===== src/rtl/div_frac_dither_mc_pkg.sv =====
// Shared definitions for the multi-channel dithered fractional divider:
// the controller state encoding and the channel-id width helper.
package div_frac_dither_mc_pkg;

    typedef enum logic [1:0] {
        IDLE = 2'd0,
        DIV  = 2'd1,
        FIX  = 2'd2,
        OUT  = 2'd3
    } state_t;

    // A channel id is always at least one bit wide, even with a single channel.
    function automatic int ch_width(input int n);
        return (n <= 2) ? 1 : $clog2(n);
    endfunction

endpackage


===== src/rtl/div_frac_dither_mc_if.sv =====
// Request/result bus of the dithered divider.
// The master drives requests and accepts results; the slave is the divider.
interface div_frac_dither_mc_if
    import div_frac_dither_mc_pkg::*;
#(
    parameter int DATA_W = 32,
    parameter int NCH    = 4
)();

    localparam int CH_W = ch_width(NCH);

    logic              in_valid;
    logic              in_ready;
    logic [CH_W-1:0]   in_ch;
    logic [DATA_W-1:0] dividend;
    logic [DATA_W-1:0] divisor;
    logic              out_valid;
    logic              out_ready;
    logic [CH_W-1:0]   out_ch;
    logic [DATA_W-1:0] quotient;
    logic [DATA_W-1:0] remainder;
    logic              div_by_zero;

    modport master (
        output in_valid, in_ch, dividend, divisor, out_ready,
        input  in_ready, out_valid, out_ch, quotient, remainder, div_by_zero
    );

    modport slave (
        input  in_valid, in_ch, dividend, divisor, out_ready,
        output in_ready, out_valid, out_ch, quotient, remainder, div_by_zero
    );

endinterface


===== src/rtl/div_frac_dither_mc_div_serial_core.sv =====
// Restoring unsigned divider producing one quotient bit per cycle, MSB first.
// 'done' is high during the cycle whose clock edge computes the last bit,
// so quotient/remainder are final right after that edge.
module div_serial_core #(
    parameter int DATA_W = 32
) (
    input  logic              clk,
    input  logic              rst,
    input  logic              start,
    input  logic [DATA_W-1:0] dividend,
    input  logic [DATA_W-1:0] divisor,
    output logic              done,
    output logic [DATA_W-1:0] quotient,
    output logic [DATA_W-1:0] remainder
);

    localparam int CNT_W = $clog2(DATA_W) + 1;

    logic              busy;
    logic [CNT_W-1:0]  cnt;
    logic [DATA_W-1:0] work;
    logic [DATA_W-1:0] part;
    logic [DATA_W-1:0] divisor_r;
    logic [DATA_W:0]   trial;
    logic [DATA_W-1:0] diff;
    logic              fits;

    // Shift the next dividend bit into the partial remainder and try a subtract.
    always_comb begin
        trial = {part, work[DATA_W-1]};
        fits  = (trial >= {1'b0, divisor_r});
        diff  = trial[DATA_W-1:0] - divisor_r;
    end

    assign done      = busy && (cnt == CNT_W'(DATA_W - 1));
    assign quotient  = work;
    assign remainder = part;

    // Load on start, then iterate exactly DATA_W steps; quotient bits fill 'work'.
    always_ff @(posedge clk or posedge rst) begin
        if (rst) begin
            busy      <= 1'b0;
            cnt       <= '0;
            work      <= '0;
            part      <= '0;
            divisor_r <= '0;
        end else if (start) begin
            busy      <= 1'b1;
            cnt       <= '0;
            work      <= dividend;
            part      <= '0;
            divisor_r <= divisor;
        end else if (busy) begin
            part <= fits ? diff : trial[DATA_W-1:0];
            work <= {work[DATA_W-2:0], fits};
            cnt  <= cnt + 1'b1;
            if (done) begin
                busy <= 1'b0;
            end
        end
    end

endmodule


===== src/rtl/div_frac_dither_mc.sv =====
// Multi-channel fractional-rate divider: one shared serial divider plus a
// per-channel residue accumulator that dithers the quotient so its long-run
// average equals dividend/divisor exactly.
module div_frac_dither_mc
    import div_frac_dither_mc_pkg::*;
#(
    parameter int DATA_W = 32,
    parameter int NCH    = 4
) (
    input  logic                 clk,
    input  logic                 rst,
    input  logic                 clr,
    div_frac_dither_mc_if.slave  bus
);

    localparam int CH_W = ch_width(NCH);

    state_t            state;
    logic [CH_W-1:0]   ch_r;
    logic [DATA_W-1:0] dividend_r;
    logic [DATA_W-1:0] divisor_r;
    logic [DATA_W-1:0] acc        [NCH];
    logic [DATA_W-1:0] stored_div [NCH];

    logic              out_valid_r;
    logic [CH_W-1:0]   out_ch_r;
    logic [DATA_W-1:0] quotient_r;
    logic [DATA_W-1:0] remainder_r;
    logic              dbz_r;

    logic              accept;
    logic              core_start;
    logic              core_done;
    logic [DATA_W-1:0] core_q;
    logic [DATA_W-1:0] core_rem;

    logic              in_range;
    logic [CH_W-1:0]   idx;
    logic [DATA_W-1:0] base;
    logic [DATA_W:0]   sum;
    logic              incr;
    logic [DATA_W-1:0] acc_next;

    assign bus.in_ready    = (state == IDLE);
    assign bus.out_valid   = out_valid_r;
    assign bus.out_ch      = out_ch_r;
    assign bus.quotient    = quotient_r;
    assign bus.remainder   = remainder_r;
    assign bus.div_by_zero = dbz_r;

    assign accept     = bus.in_valid && (state == IDLE);
    assign core_start = accept && (bus.divisor != '0);

    div_serial_core #(.DATA_W(DATA_W)) u_core (
        .clk       (clk),
        .rst       (rst),
        .start     (core_start),
        .dividend  (bus.dividend),
        .divisor   (bus.divisor),
        .done      (core_done),
        .quotient  (core_q),
        .remainder (core_rem)
    );

    // Channel ids beyond NCH only exist when NCH is not a power of two.
    if ((1 << CH_W) == NCH) begin : g_full_range
        assign in_range = 1'b1;
    end else begin : g_partial_range
        localparam logic [CH_W:0] NCH_L = (CH_W + 1)'(NCH);
        assign in_range = ({1'b0, ch_r} < NCH_L);
    end

    // Residue update: restart from zero whenever the channel's divisor changed.
    always_comb begin
        idx      = in_range ? ch_r : '0;
        base     = (divisor_r == stored_div[idx]) ? acc[idx] : '0;
        sum      = {1'b0, base} + {1'b0, core_rem};
        incr     = 1'b0;
        acc_next = sum[DATA_W-1:0];
        if (sum >= {1'b0, divisor_r}) begin
            incr     = in_range;
            acc_next = sum[DATA_W-1:0] - divisor_r;
        end
    end

    // Controller: accept, run the divider, apply the dither, hold the result.
    always_ff @(posedge clk or posedge rst) begin
        if (rst) begin
            state       <= IDLE;
            ch_r        <= '0;
            dividend_r  <= '0;
            divisor_r   <= '0;
            out_valid_r <= 1'b0;
            out_ch_r    <= '0;
            quotient_r  <= '0;
            remainder_r <= '0;
            dbz_r       <= 1'b0;
        end else begin
            case (state)
                IDLE: begin
                    if (accept) begin
                        ch_r       <= bus.in_ch;
                        dividend_r <= bus.dividend;
                        divisor_r  <= bus.divisor;
                        state      <= (bus.divisor == '0) ? FIX : DIV;
                    end
                end
                DIV: begin
                    if (core_done) begin
                        state <= FIX;
                    end
                end
                FIX: begin
                    out_ch_r    <= ch_r;
                    out_valid_r <= 1'b1;
                    state       <= OUT;
                    if (divisor_r == '0) begin
                        quotient_r  <= '1;
                        remainder_r <= dividend_r;
                        dbz_r       <= 1'b1;
                    end else begin
                        quotient_r  <= core_q + DATA_W'(incr);
                        remainder_r <= core_rem;
                        dbz_r       <= 1'b0;
                    end
                end
                OUT: begin
                    if (bus.out_ready) begin
                        out_valid_r <= 1'b0;
                        state       <= IDLE;
                    end
                end
                default: state <= IDLE;
            endcase
        end
    end

    // Per-channel residue store; a clear overrides a coincident update.
    always_ff @(posedge clk or posedge rst) begin
        if (rst) begin
            for (int i = 0; i < NCH; i++) begin
                acc[i]        <= '0;
                stored_div[i] <= '0;
            end
        end else if (clr) begin
            for (int i = 0; i < NCH; i++) begin
                acc[i]        <= '0;
                stored_div[i] <= '0;
            end
        end else if ((state == FIX) && (divisor_r != '0) && in_range) begin
            acc[idx]        <= acc_next;
            stored_div[idx] <= divisor_r;
        end
    end

endmodule


===== src/flat_wrapper.sv =====
// flat-port wrapper written by rule: the top's interface ports become plain ports
module div_frac_dither_mc_flat import div_frac_dither_mc_pkg::*;
#(
    parameter int DATA_W = 32,
    parameter int NCH    = 4
)
  (clk, rst, clr, bus_in_valid, bus_in_ch, bus_dividend, bus_divisor, bus_out_ready, bus_in_ready, bus_out_valid, bus_out_ch, bus_quotient, bus_remainder, bus_div_by_zero);
  div_frac_dither_mc_if #(.DATA_W(DATA_W), .NCH(NCH)) bus_i ();
  input  logic clk;
  input  logic rst;
  input  logic clr;
  input wire logic [$bits(bus_i.in_valid)-1:0] bus_in_valid;
  input wire logic [$bits(bus_i.in_ch)-1:0] bus_in_ch;
  input wire logic [$bits(bus_i.dividend)-1:0] bus_dividend;
  input wire logic [$bits(bus_i.divisor)-1:0] bus_divisor;
  input wire logic [$bits(bus_i.out_ready)-1:0] bus_out_ready;
  output wire logic [$bits(bus_i.in_ready)-1:0] bus_in_ready;
  output wire logic [$bits(bus_i.out_valid)-1:0] bus_out_valid;
  output wire logic [$bits(bus_i.out_ch)-1:0] bus_out_ch;
  output wire logic [$bits(bus_i.quotient)-1:0] bus_quotient;
  output wire logic [$bits(bus_i.remainder)-1:0] bus_remainder;
  output wire logic [$bits(bus_i.div_by_zero)-1:0] bus_div_by_zero;
  assign bus_i.in_valid = bus_in_valid;
  assign bus_i.in_ch = bus_in_ch;
  assign bus_i.dividend = bus_dividend;
  assign bus_i.divisor = bus_divisor;
  assign bus_i.out_ready = bus_out_ready;
  assign bus_in_ready = bus_i.in_ready;
  assign bus_out_valid = bus_i.out_valid;
  assign bus_out_ch = bus_i.out_ch;
  assign bus_quotient = bus_i.quotient;
  assign bus_remainder = bus_i.remainder;
  assign bus_div_by_zero = bus_i.div_by_zero;
  div_frac_dither_mc #(.DATA_W(DATA_W), .NCH(NCH)) u_core (.clk(clk), .rst(rst), .clr(clr), .bus(bus_i));
endmodule

===== config.mk =====
export PLATFORM = sky130hd
export DESIGN_NAME = div_frac_dither_mc_flat
export DESIGN_NICKNAME = d
export VERILOG_FILES = /design/src/rtl/div_frac_dither_mc_pkg.sv /design/src/rtl/div_frac_dither_mc_if.sv /design/src/rtl/div_frac_dither_mc_div_serial_core.sv /design/src/rtl/div_frac_dither_mc.sv /design/src/flat_wrapper.sv
export SDC_FILE = /design/constraint.sdc
export NUM_CORES = 1
export LEC_CHECK = 0
export BUFFER_PORTS_ARGS = -buffer_cell sky130_fd_sc_hd__buf_2
export CELL_PAD_IN_SITES_DETAIL_PLACEMENT = 1
export CELL_PAD_IN_SITES_GLOBAL_PLACEMENT = 1
export CORE_ASPECT_RATIO = 2
export CORE_MARGIN = 1.5
export CORE_UTILIZATION = 40
export CTS_BUF_LIST = sky130_fd_sc_hd__clkbuf_2 sky130_fd_sc_hd__clkbuf_4 sky130_fd_sc_hd__clkbuf_8
export DETAILED_ROUTE_END_ITERATION = 10
export PLACE_DENSITY = 0.66
export SETUP_SLACK_MARGIN = 0.15
export SLEW_MARGIN = 20
export SYNTH_ARGS = -nofsm -noshare
export SYNTH_HDL_FRONTEND = slang
export SYNTH_SLANG_ARGS = --single-unit

===== constraint.sdc =====
create_clock -name clk -period 45.2 [get_ports clk]
set_input_delay 2.26 -clock clk [delete_from_list [all_inputs] [get_ports clk]]
set_output_delay 2.26 -clock clk [all_outputs]
set_load 0.05 [all_outputs]

# [Yosys cells after proc, flatten, opt, wreduce, memory -nomap -nowiden]
# Cells that the tools add are included.
[totals] reg_bits=495 latchBits=0 ramBits=0 rom_bits=0 input_bits=71 out_inout_bits=69 word_cells=93 memories=0
[classes] n_addsub=5 mul=0 div=0 magnitude_cmp=4 n_eq_ne=8 n_shift=0 muxes=37 n_bitwise=1 reduce_logical=16
[op_table] cell="$mux W128" n=4
[op_table] cell="$mux W32" n=14
[op_table] cell="$bwmux W128" n=2
[op_table] cell="$bmux W32 S2" n=2
[op_table] cell="$ge A33 B32 Y1" n=2
[op_table] cell="$demux W32 S2" n=1
[op_table] cell="$logic_not A32 Y1" n=2
[op_table] cell="$reduce_bool A32 Y1" n=2
[op_table] cell="$sub A32 B32 Y32" n=2
[op_table] cell="$add A32 B32 Y33" n=1
[op_table] cell="$add A32 B1 Y32" n=1
[op_table] cell="$eq A32 B32 Y1" n=1
[op_table] cell="$mux W6" n=2
[op_table] cell="$mux W2" n=4
[op_table] cell="$pmux W2 S4" n=1
[op_table] cell="$add A6 B1 Y6 const B" n=1
[op_table] cell="$eq A6 B5 Y1 const B" n=1
[op_table] cell="$mux W1" n=6
[op_table] cell="$reduce_bool A2 Y1" n=3
[op_table] cell="$logic_and A1 B1 Y1" n=5
[op_table] cell="$eq A2 B2 Y1 const B" n=2
[op_table] cell="$ne A2 B1 Y1 const B" n=2
[op_table] cell="$reduce_and A2 Y1" n=2
[op_table] cell="$ge A3 B3 Y1 const B" n=1
[op_table] cell="7 further kinds" n=7

# [Longest topological paths before layout]
# Gate-level depths: netlist of the first run.
[depth] depth_word=12 depth_mapped=40 mapped_depth_nobuf=33

# [Modules after synthesis]
# Synthesis of the first run repeated with hierarchy kept, for this count alone.
[hier_totals] cells_unflattened=2824 area_unflattened_um2=27532.7
[by_module_without_submodules] mod="div_frac_dither_mc" n_inst=1 cells_each=2070 area_each_um2=21056.4 seq_area_each_um2=9809.4
[by_module_without_submodules] mod="div_serial_core" n_inst=1 cells_each=754 area_each_um2=6476.2 seq_area_each_um2=2577.5

# [Worst setup path before layout of the first run]
# Ideal clock, no wire load.
[synth_timing] path_type="reg2reg" from="register u_core.ch_r[0]" to="register u_core.quotient_r[30] (netlist: u_core.bus.quotient[30])" setup_time_ps=77 arrival_ps=7954 required_time_ps=45123 slack_ps=37168 stages_incl_launch_ff=41 path_buffers=7 synth_period_minus_slack_ps=8032 path_cell_list="dfrtp_1 > buf_2 > buf_2 > mux4_2 > xnor2_1 > nand4_1 > nor4_2 > clkbuf_1 > and3_1 > ha_1 > inv_1 > fa_1 > nand2b_1 > a21oi_1 > o211ai_1 > a211oi_2 > nor2_1 > a21oi_1 > [5 not listed] > a21oi_1 > o211ai_1 > a211oi_1 > o211ai_2 > buf_6 > buf_6 > ha_1 > ha_1 > and3_1 > and3_1 > and3_1 > and3_1 > and2_1 > clkbuf_1 > nand4_1 > xnor2_1 > nor2_1 > a21oi_1"
[synth_between] elab_chain_cells=11 elab_cells_between_ends=14 classes_between="2 x add/sub; 1 x order compare; 1 x eq/ne; 9 x mux; 1 x bitwise"
[synth_rtl] item="from (decl)" line_no="div_frac_dither_mc.sv:19" rtl="logic [CH_W-1:0] ch_r;"
[synth_rtl] item="from (signal assigned)" line_no="div_frac_dither_mc.sv:102" rtl="ch_r <= bus.in_ch;"
[synth_rtl] item="$not A2 Y3 (implied by the code) (*)" line_no="div_frac_dither_mc.sv:76" rtl="base = (divisor_r == stored_div[idx]) ? acc[idx] : '0;"
[synth_rtl] item="$bmux W32 S2" line_no="div_frac_dither_mc.sv:76"
[synth_rtl] item="$mux W32 (implied by the code) (2 in series)" line_no="div_frac_dither_mc.sv:76"
[synth_rtl] item="$eq A32 B32 Y1" line_no="div_frac_dither_mc.sv:76"
[synth_rtl] item="$mux W32 (*)" line_no="div_frac_dither_mc.sv:76"
[synth_rtl] item="$add A32 B32 Y33 (*)" line_no="div_frac_dither_mc.sv:77" rtl="sum = {1'b0, base} + {1'b0, core_rem};"
[synth_rtl] item="$ge A33 B32 Y1 (*)" line_no="div_frac_dither_mc.sv:80" rtl="if (sum >= {1'b0, divisor_r}) begin"
[synth_rtl] item="$mux W1 (*)" line_no="div_frac_dither_mc.sv:80"
[synth_rtl] item="$add A32 B1 Y32 (*)" line_no="div_frac_dither_mc.sv:122" rtl="quotient_r <= core_q + DATA_W'(incr);"
[synth_rtl] item="$mux W32 (*)" line_no="div_frac_dither_mc.sv:117" rtl="if (divisor_r == '0) begin"
[synth_rtl] item="to (signal assigned)" line_no="div_frac_dither_mc.sv:122"
[synth_rtl] item="to (decl)" line_no="div_frac_dither_mc.sv:27" rtl="logic [DATA_W-1:0] quotient_r;"
# Every way passes the cells marked *; elsewhere a longest branch is shown, timed or not. The select of a mux whose other input is x is not followed.
# A chain may end at the register's enable or synchronous reset.

# [Final worst setup path of the first run]
# Ends and elaborated chain as after synthesis.

==> results of run 1 <==
[final cells by class]
cell class / instances / area, um2
well taps: 890 / 1114
diodes: 2 / 5.005
flip-flops and latches: 495 / 12400
inverters: 107 / 409.1
clock inverters: 14 / 161.4
fillers: 7765 / 37090
multi-input cells: 2106 / 13940
clock buffers: 118 / 1493
repair buffers: 170 / 948.4
[metal layers]
layer / track usage, % / share of wire [%] / routed length (um)
met5: 0 / 0 / 0
met4: 17.20 / 6.7 / 6514
met3: 4.190 / 3.6 / 3521
met2: 54.15 / 54 / 52530
met1: 28.64 / 36 / 34600
[flip-flops by register name (all words and copies together), names as in the netlist, 6 cells and up]
name and count:
u_core.acc 128, u_core.bus.quotient 32, u_core.bus.remainder 32, u_core.dividend_r 32, u_core.divisor_r 32, u_core.stored_div 128, u_core.u_core.cnt 6, u_core.u_core.divisor_r 32
u_core.u_core.quotient 32, u_core.u_core.remainder 32
[stage by stage]
step	setup slack, ns	cells
2_1_floorplan	29.12	2873
3_3_place_gp	34.94	3767
3_5_place_dp	34.75	3768
4_1_cts	34.71	3900
5_1_grt	34.20	3901
6_report	34.77	3902
[placed cells by master (no fill, tap or decap), types with 32 or more instances in the layout]
| cell type | synthesis | final |
|---|---|---|
| sky130_fd_sc_hd__inv_1 | 105 | 104 |
| sky130_fd_sc_hd__mux2i_1 | 99 | 99 |
| sky130_fd_sc_hd__ha_1 | 103 | 102 |
| sky130_fd_sc_hd__buf_2 | 15 | 139 |
| sky130_fd_sc_hd__xnor2_1 | 88 | 88 |
| sky130_fd_sc_hd__dfrtp_1 | 495 | 492 |
| sky130_fd_sc_hd__a21o_1 | 38 | 38 |
| sky130_fd_sc_hd__and3_1 | 50 | 50 |
| sky130_fd_sc_hd__mux4_2 | 63 | 63 |
| sky130_fd_sc_hd__nand2_1 | 455 | 455 |
| sky130_fd_sc_hd__a21oi_1 | 194 | 194 |
| sky130_fd_sc_hd__xor2_1 | 53 | 53 |
| sky130_fd_sc_hd__nand4_1 | 42 | 42 |
| sky130_fd_sc_hd__o21ai_1 | 60 | 60 |
| sky130_fd_sc_hd__clkbuf_8 | 0 | 97 |
| sky130_fd_sc_hd__nand3_1 | 36 | 32 |
| sky130_fd_sc_hd__o21ai_0 | 321 | 320 |
| sky130_fd_sc_hd__nor2_1 | 191 | 189 |
[Yosys cell counts (all sizes together), types with 7 or more instances]
cell and count:
a211oi 27, a21boi 7, a21o 38, a21oi 198
a22o 30, a31oi 25, and2 12, and3 50
and4 8, buf 29, clkbuf 136, dfrtp 495
ha 103, inv 105, mux2 7, mux2i 99
mux4 63, nand2 455, nand2b 17, nand3 36
nand4 42, nor2 191, nor2b 18, nor3 21
nor4 29, o211ai 14, o21a 9, o21ai 385
o21bai 17, o31ai 7, xnor2 88, xor2 53
[where the power goes]
group / switching [mW] / leakage (nW) / internal (mW) / total, mW
Combinational: 0.876 / 6.65 / 0.459 / 1.34
Sequential: 0.139 / 6.39 / 0.568 / 0.707
Clock: 0.191 / 0.873 / 0.227 / 0.418
[cells by family after synthesis]
family                     Yosys count  synth area share (%)
buffers and inverters              272                 3.971
xor gates and xnor gates           141                 4.536
AOI/OAI and AO/OA                  797                 17.36
muxes                              169                 9.196
adders and majority gates          106                 4.954
and+or+nand+nor                    893                 14.49
DFF                                495                 45.50
[critical path, delay by kind of cell (launching register included)]
family,cells,cell delay (ns)
simple gates,14,3.26
compound gates,7,2.17
fa+ha+maj,5,1.50
buf+inv,3,1.19
flops,1,0.93
mux,1,0.60
xor+xnor,3,0.54
[how the worst max path moves through the flow]
| stage | from | endpoint |
|---|---|---|
| final | u_core.ch_r[0] | u_core.bus.quotient[30] |
| after global routing | u_core.ch_r[0] | u_core.bus.quotient[30] |
| after CTS | u_core.ch_r[0] | u_core.bus.quotient[30] |
| after detailed placement | u_core.ch_r[0] | u_core.bus.quotient[30] |
| after global placement | u_core.ch_r[0] | u_core.bus.quotient[30] |
| after floorplan | rst | u_core.acc[0] |
==> results.md, run 1 <==
- Net Count, Synth: 3,050
- Sort of element at the end of the critical path: flop
- Yosys cell types: 78
- Clock transition at path regs: 0.06 ns
- Largest stage delay on the critical path: 0.93 ns
- Area growth from synthesis to layout: 11.92%
- Cts hold-fix bufs: 0
- Final hold viol count: 0
- Yosys warns: 0
- Share of the clock period used by the worst path: 23.08%
- Layout Skew: 0.02873 ns
- Clock Sinks: 495
- Unrepaired setup endpoints after global routing: false
- Clock Latency Late Sink: 0.72 ns
- Total via count in the routed design: 22,760
- Async SR Flop Fraction: 100.0%
- I/O pin count: 140
- Start point of the worst min-delay path: u_core.stored_div[1]
- Number of antenna violations at the first check in global routing: 1
- H-tree Lvls: 3
- Post-synth EDFFs: 0
- Hold path depth: 2
- Maximum number of pins on one net before global-route repair: 88
- Critical path type: reg -> reg
- Die boundary width: 187.5 um
- First-pass iteration count of the detailed router: 5
- Half-perimeter wire length after placement: 71,720 um
- Gr ovfl total: 0
- Static leakage power: 13.91 nW
- Sequential-to-total area share from yosys stat: 45.50%
- Max-capacitance violation count: 0
- TritonCTS Buffers: 77
- Worst relative slew slack: 29.43%
- Worst vdd rail ir drop: 38.87 uV
- Design Power: 2.461 mW
- Hold slack: 0.4785 ns
- Final routed DRC violation total: 0
- Number of nets with antenna violations after detailed routing: 0
- Critical-path cell with the highest stage delay: sky130_fd_sc_hd__dfrtp_4
- Critical path arrival: 10.98 ns
- Worst setup SP type: flop
- Clock root buffer master: sky130_fd_sc_hd__clkbuf_8
- Post-synthesis area per instance: 9.477 um2
- Number of nets in the final layout: 3,134
- Slew @ Worst Pin: 1.059 ns
- Slack of the worst reg-to-reg path: 34.77 ns
- Start of the worst register-to-register path: u_core.ch_r[0]
- Crit-path most repeated cell: sky130_fd_sc_hd__and3_1
- Number of global-route vias before repair: 25,270
- Iteration-0 DRC Markers: 1,119
- End of the worst register-to-register path: u_core.bus.quotient[30]
- Final critical path time including I/O delays and setup: 10.43 ns
- Max Root-Sink Buffers: 3
- PD cells: 80.77 nW/um2
- Final Cell Area: 30,470 um2
- Core utilization of the finished layout: 45.10%
- Worst-path maximum fanout: 37
- Worst Hold Endpoint: u_core.stored_div[1]
- Area of the placeable core: 67,560 um2
- Top cell type by total area after synthesis: sky130_fd_sc_hd__dfrtp_1
- Vias per cell: 5.832
- Post-detailed-route wirelength per cell: 24.90 um
- Ranking of synthesized cells by area: sky130_fd_sc_hd__dfrtp_1, sky130_fd_sc_hd__nand2_1, sky130_fd_sc_hd__o21ai_0
- Final-layout setup total negative slack: 0 ns
- Run status: complete, no violations
- Die height: 372.0 um
- Class of the tightest hold or removal check: reg -> reg
- Cell depth of the worst flop-to-flop path: 33
- Aggregate global-route resource usage: 28.27%
- Initial core utilization: 40.30%
- Wire length of the first global-routing pass: 149,800 um
- Syn Std Cell Area: 27,230 um2
- Cts repair resizes: 0
- Register bit count reported by yosys: 495
- Number of endpoints failing setup at the final stage: 0
- Number of buffers inserted by post-CTS setup repair: 0
- Mapped Cells: 2,873
- Number of pins with negative max-slew slack in the final report: 0
- Endpoint required time on the critical path: 45.74 ns
- Top achievable clock speed: 0.09585 GHz
- Buffers added on ports: 139
- Final GP Congestion: 0.9663
- Share of the synthesized area in the top cell type: 45.50%
- Share of layout cells above drive strength 1: 14.15%
- Post-DP Area: 28,810 um2
- CTS tree: done
- Core Rows: 135
- Die Outline Area: 69,740 um2
- Ys flop type: sky130_fd_sc_hd__dfrtp_1
- Overall routed net length: 97,160 um
Power figures use the tool's default switching activity.
==> inputs of run 2 (changes only) <==
--- a/config.mk
+++ b/config.mk
@@ -5,6 +5,7 @@
 export SDC_FILE = /design/constraint.sdc
 export NUM_CORES = 1
 export LEC_CHECK = 0
+export ABC_AREA = 1
 export BUFFER_PORTS_ARGS = -buffer_cell sky130_fd_sc_hd__buf_2
 export CELL_PAD_IN_SITES_DETAIL_PLACEMENT = 1
 export CELL_PAD_IN_SITES_GLOBAL_PLACEMENT = 1
@@ -13,7 +14,7 @@
 export CORE_UTILIZATION = 40
 export CTS_BUF_LIST = sky130_fd_sc_hd__clkbuf_2 sky130_fd_sc_hd__clkbuf_4 sky130_fd_sc_hd__clkbuf_8
 export DETAILED_ROUTE_END_ITERATION = 10
-export PLACE_DENSITY = 0.66
+export PLACE_DENSITY = 0.7
 export SETUP_SLACK_MARGIN = 0.15
 export SLEW_MARGIN = 20
 export SYNTH_ARGS = -nofsm -noshare
==> constraint.sdc (replaced) <==
create_clock -name clk -period 10.4 [get_ports clk]
set_input_delay 0.52 -clock clk [delete_from_list [all_inputs] [get_ports clk]]
set_output_delay 0.52 -clock clk [all_outputs]
set_load 0.05 [all_outputs]
==> run 2 against run 1 <==
Compared with the run above:
- global-route usage rose by 8.0 points
- fmax rose by 14%
- highest routed layer is now met5
- utilization barely moved
- sequential cell count did not move
- largest cell class unchanged
- largest power group unchanged
- combinational power rose to 5.7 times the previous value
- first-iteration DRC count rose by 48%
- sequential share of layout area fell by 3.4 points
- area after synthesis rose by 9.4%
==> results.md, run 2 <==
- Endpoint required time on the critical path: 11.11 ns (-34.63 ns)
- Start point of the worst min-delay path: bus_dividend[16]
- Total via count in the routed design: 29,980 (+32%)
- Async SR Flop Fraction: 100.0% (unchanged)
- Clock Sinks: 495 (unchanged)
- Basic-gate share of the synthesized area counting and, or, nand and nor cells: 31.73% (+17 points)
- Area of the placeable core: 73,740 um2 (+9.1%)
- TritonCTS Buffers: 76 (-1.3%)
- CTS tree: done
- Gr ovfl total: 0 (unchanged)
- Post-synthesis share of cell area spent on full adders, half adders and majority gates: 4.530% (-0.42 points)
- Max-capacitance violation count: 0 (unchanged)
- Final GP Congestion: 1.007 (+4.2%)
- Final routed DRC violation total: 0 (unchanged)
- Largest stage delay on the critical path: 0.69 ns (-0.24 ns)
- Layout Skew: 0.05707 ns (+0.02833 ns)
- Most used standard cell by instance count after synthesis: sky130_fd_sc_hd__nand2_1
- Worst vdd rail ir drop: 131.7 uV (+240%)
- Number of nets with antenna violations after detailed routing: 0 (unchanged)
- Clock Latency Late Sink: 0.80 ns (+0.08 ns)
- Sequential-to-total area share from yosys stat: 41.60% (-3.9 points)
- End of the worst register-to-register path: u_core.bus.quotient[26]
- Iteration-0 DRC Markers: 1,655 (+48%)
- Final critical path time including I/O delays and setup: 9.184 ns (-1.250 ns)
- Post-synthesis area per instance: 7.071 um2 (-25%)
- Start of the worst register-to-register path: u_core.ch_r[1]
- Die boundary width: 195.9 um (+4.5%)
- Clock root buffer master: sky130_fd_sc_hd__clkbuf_8
- Post-synth EDFFs: 0 (unchanged)
- Max Root-Sink Buffers: 3 (unchanged)
- Initial core utilization: 40.38% (+0.082 points)
- Maximum number of pins on one net before global-route repair: 165 (+88%)
- Unrepaired setup endpoints after global routing: false
- Share of layout cells above drive strength 1: 7.972% (-6.2 points)
- Synth Area in XOR/XNOR: 1.824% (-2.7 points)
- Run status: complete, no violations
- Worst setup SP type: flop
- Sort of element at the end of the critical path: flop
- Net Count, Synth: 4,388 (+44%)
- Worst Hold Endpoint: u_core.dividend_r[16]
- Final-layout setup total negative slack: 0 ns (unchanged)
- Final hold viol count: 0 (unchanged)
- Number of buffers inserted by post-CTS setup repair: 0 (unchanged)
- Wire length of the first global-routing pass: 202,100 um (+35%)
- Overall routed net length: 136,600 um (+41%)
- Worst setup slack before clock tree synthesis: 1.331 ns (-33.42 ns)
- Ys flop type: sky130_fd_sc_hd__dfrtp_1
- Number of global-route vias before repair: 32,440 (+28%)
- Yosys warns: 0 (unchanged)
- Register bit count reported by yosys: 495 (unchanged)
- Top achievable clock speed: 0.1089 GHz (+14%)
- Worst relative slew slack: 24.62% (-4.8 points)
- Number of pins with negative max-slew slack in the final report: 0 (unchanged)
- Die height: 388.9 um (+4.5%)
- PD cells: 379.0 nW/um2 (+370%)
- Share of the clock period used by the worst path: 88.30% (+65 points)
- Yosys cell types: 44 (-44%)
- Slack of the worst reg-to-reg path: 1.22 ns (-33.55 ns)
- Crit-path most repeated cell: sky130_fd_sc_hd__nand2_1
- Aggregate global-route resource usage: 36.29% (+8.0 points)
- Slew @ Worst Pin: 1.128 ns (+0.06944 ns)
- Top cell types by occurrence after synthesis: sky130_fd_sc_hd__nand2_1, sky130_fd_sc_hd__inv_1, sky130_fd_sc_hd__dfrtp_1
- Critical path type: reg -> reg
- Static leakage power: 17.69 nW (+27%)
- Cell depth of the worst flop-to-flop path: 46 (+39%)
- Post-DP Area: 31,370 um2 (+8.9%)
- Critical-path cell with the highest stage delay: sky130_fd_sc_hd__nor2_4
- Buffers added on ports: 139 (unchanged)
- Complex-gate fraction of the synthesized area: 11.16% (-6.2 points)
- Core Rows: 141 (+4.4%)
- Half-perimeter wire length after placement: 104,500 um (+46%)
- Number of antenna violations at the first check in global routing: 10 (+9)
- Final Cell Area: 33,240 um2 (+9.1%)
- Area growth from synthesis to layout: 11.64%
- Most common cell after layout, fill and taps aside: sky130_fd_sc_hd__nand2_1
- Hold slack: 0.02882 ns (-0.4496 ns)
- Mapped Cells: 4,211 (+47%)
- Share of the synthesized area in the top cell type: 41.60% (-3.9 points)
- Hold path depth: 3 (+1)
- Post-detailed-route wirelength per cell: 25.61 um (+2.8%)
- Worst-path maximum fanout: 28 (-24%)
- Cts repair resizes: 0 (unchanged)
- Number of endpoints failing setup at the final stage: 0 (unchanged)
- Critical path arrival: 9.90 ns (-1.08 ns)
- Post-synthesis mux area share: 0% (-9.2 points)
- Class of the tightest hold or removal check: in -> reg
- Number of nets in the final layout: 4,526 (+44%)
- Clock transition at path regs: 0.07 ns (about the same)
- I/O pin count: 140 (unchanged)
- Largest registers: u_core.acc: 128 flops, u_core.stored_div: 128 flops
- Syn Std Cell Area: 29,780 um2 (+9.4%)
- H-tree Lvls: 3 (unchanged)
- Die Outline Area: 76,190 um2 (+9.2%)
- First-pass iteration count of the detailed router: 5 (unchanged)
- Cts hold-fix bufs: 26 (+26)
- Ranking of synthesized cells by area: sky130_fd_sc_hd__dfrtp_1, sky130_fd_sc_hd__nand2_1, sky130_fd_sc_hd__inv_1
- Vias per cell: 5.621 (-3.6%)
- Dominant combinational cell family by area after synthesis: simple AND/OR/NAND/NOR gates
- Commonest non-fill, non-tap cells in the layout: sky130_fd_sc_hd__nand2_1, sky130_fd_sc_hd__inv_1, sky130_fd_sc_hd__dfrtp_1
- Top cell type by total area after synthesis: sky130_fd_sc_hd__dfrtp_1
- Final WS setup: 1.216 ns (-33.55 ns)
## run 2: cell types whose count changed after synthesis, moves of 48 or more
cell,delta
sky130_fd_sc_hd__nand2_1,+1093
sky130_fd_sc_hd__inv_1,+443
sky130_fd_sc_hd__nand3_1,+319
sky130_fd_sc_hd__mux2i_1,-99
sky130_fd_sc_hd__o21ai_0,-91
sky130_fd_sc_hd__a21oi_1,-90
sky130_fd_sc_hd__nor2_1,+68
sky130_fd_sc_hd__mux4_2,-63
sky130_fd_sc_hd__o21ai_1,-60
sky130_fd_sc_hd__xnor2_1,-54
sky130_fd_sc_hd__and3_1,-49
sky130_fd_sc_hd__clkbuf_1,-48
## run 2: report_power, final
group	internal [mW]	leakage [nW]	total, mW	switching (mW)
clock network	0.927	0.860	1.79	0.865
registers	2.54	6.47	3.16	0.618
logic	1.97	10.4	7.65	5.68
total	5.44	17.7	12.6	7.16
## run 2: layout make-up
type / instances / area, um2
Antenna cell: 2 / 5.005
Clock buffer: 118 / 1461
Clock inverter: 14 / 145.1
Fill cell: 9531 / 40500
Inverter: 556 / 2095
Multi-Input combinational cell: 3016 / 14710
Sequential cell: 495 / 12390
Tap cell: 929 / 1162
Timing Repair Buffer: 204 / 1277
## run 2: logic make-up (layout without fill, tap and decap cells)
family,Yosys count,count (layout)
xor gates and xnor gates,62,62
and+or+nand+nor,2305,2305
adders and majority gates,106,106
other,0,2
DFF,495,495
buffers and inverters,700,892
AOI/OAI and AO/OA,543,543
## run 2: per-stage QoR
step	instances	total power [mW]	utilization, %
2_1_floorplan	4211	7.739	-
3_3_place_gp	5174	10.59	42.54
3_5_place_dp	5174	10.70	42.54
4_1_cts	5332	12.54	45.07
5_1_grt	5333	13.37	45.08
6_report	5334	12.60	45.08
## run 2: worst max-delay path by stage
stage | cells past startpoint | slack [ns] | startpoint | end
floorplan | 1 | 3.17 | rst | u_core.acc[0]
global placement | 46 | 1.55 | u_core.ch_r[1] | u_core.bus.quotient[26]
detailed placement | 46 | 1.33 | u_core.ch_r[1] | u_core.bus.quotient[26]
CTS | 46 | 1.29 | u_core.ch_r[1] | u_core.bus.quotient[26]
global route | 46 | 0.55 | u_core.ch_r[1] | u_core.bus.quotient[22]
finish | 46 | 1.22 | u_core.ch_r[1] | u_core.bus.quotient[26]
## run 2: layer usage
metal / global-route usage [%] / part of all wire (%)
met5: 0 / 0.034
met4: 34.46 / 11
met3: 5.990 / 4.6
met1: 34.34 / 33
met2: 65.67 / 51
## run 2: critical path: cells and delay by family (launching register included)
kind | cells | cell delay, ns
compound gates | 1 | 0.16
xor+xnor | 1 | 0.26
fa+ha+maj | 5 | 1.67
buf+inv | 8 | 1.22
flops | 1 | 0.48
simple gates | 31 | 5.25
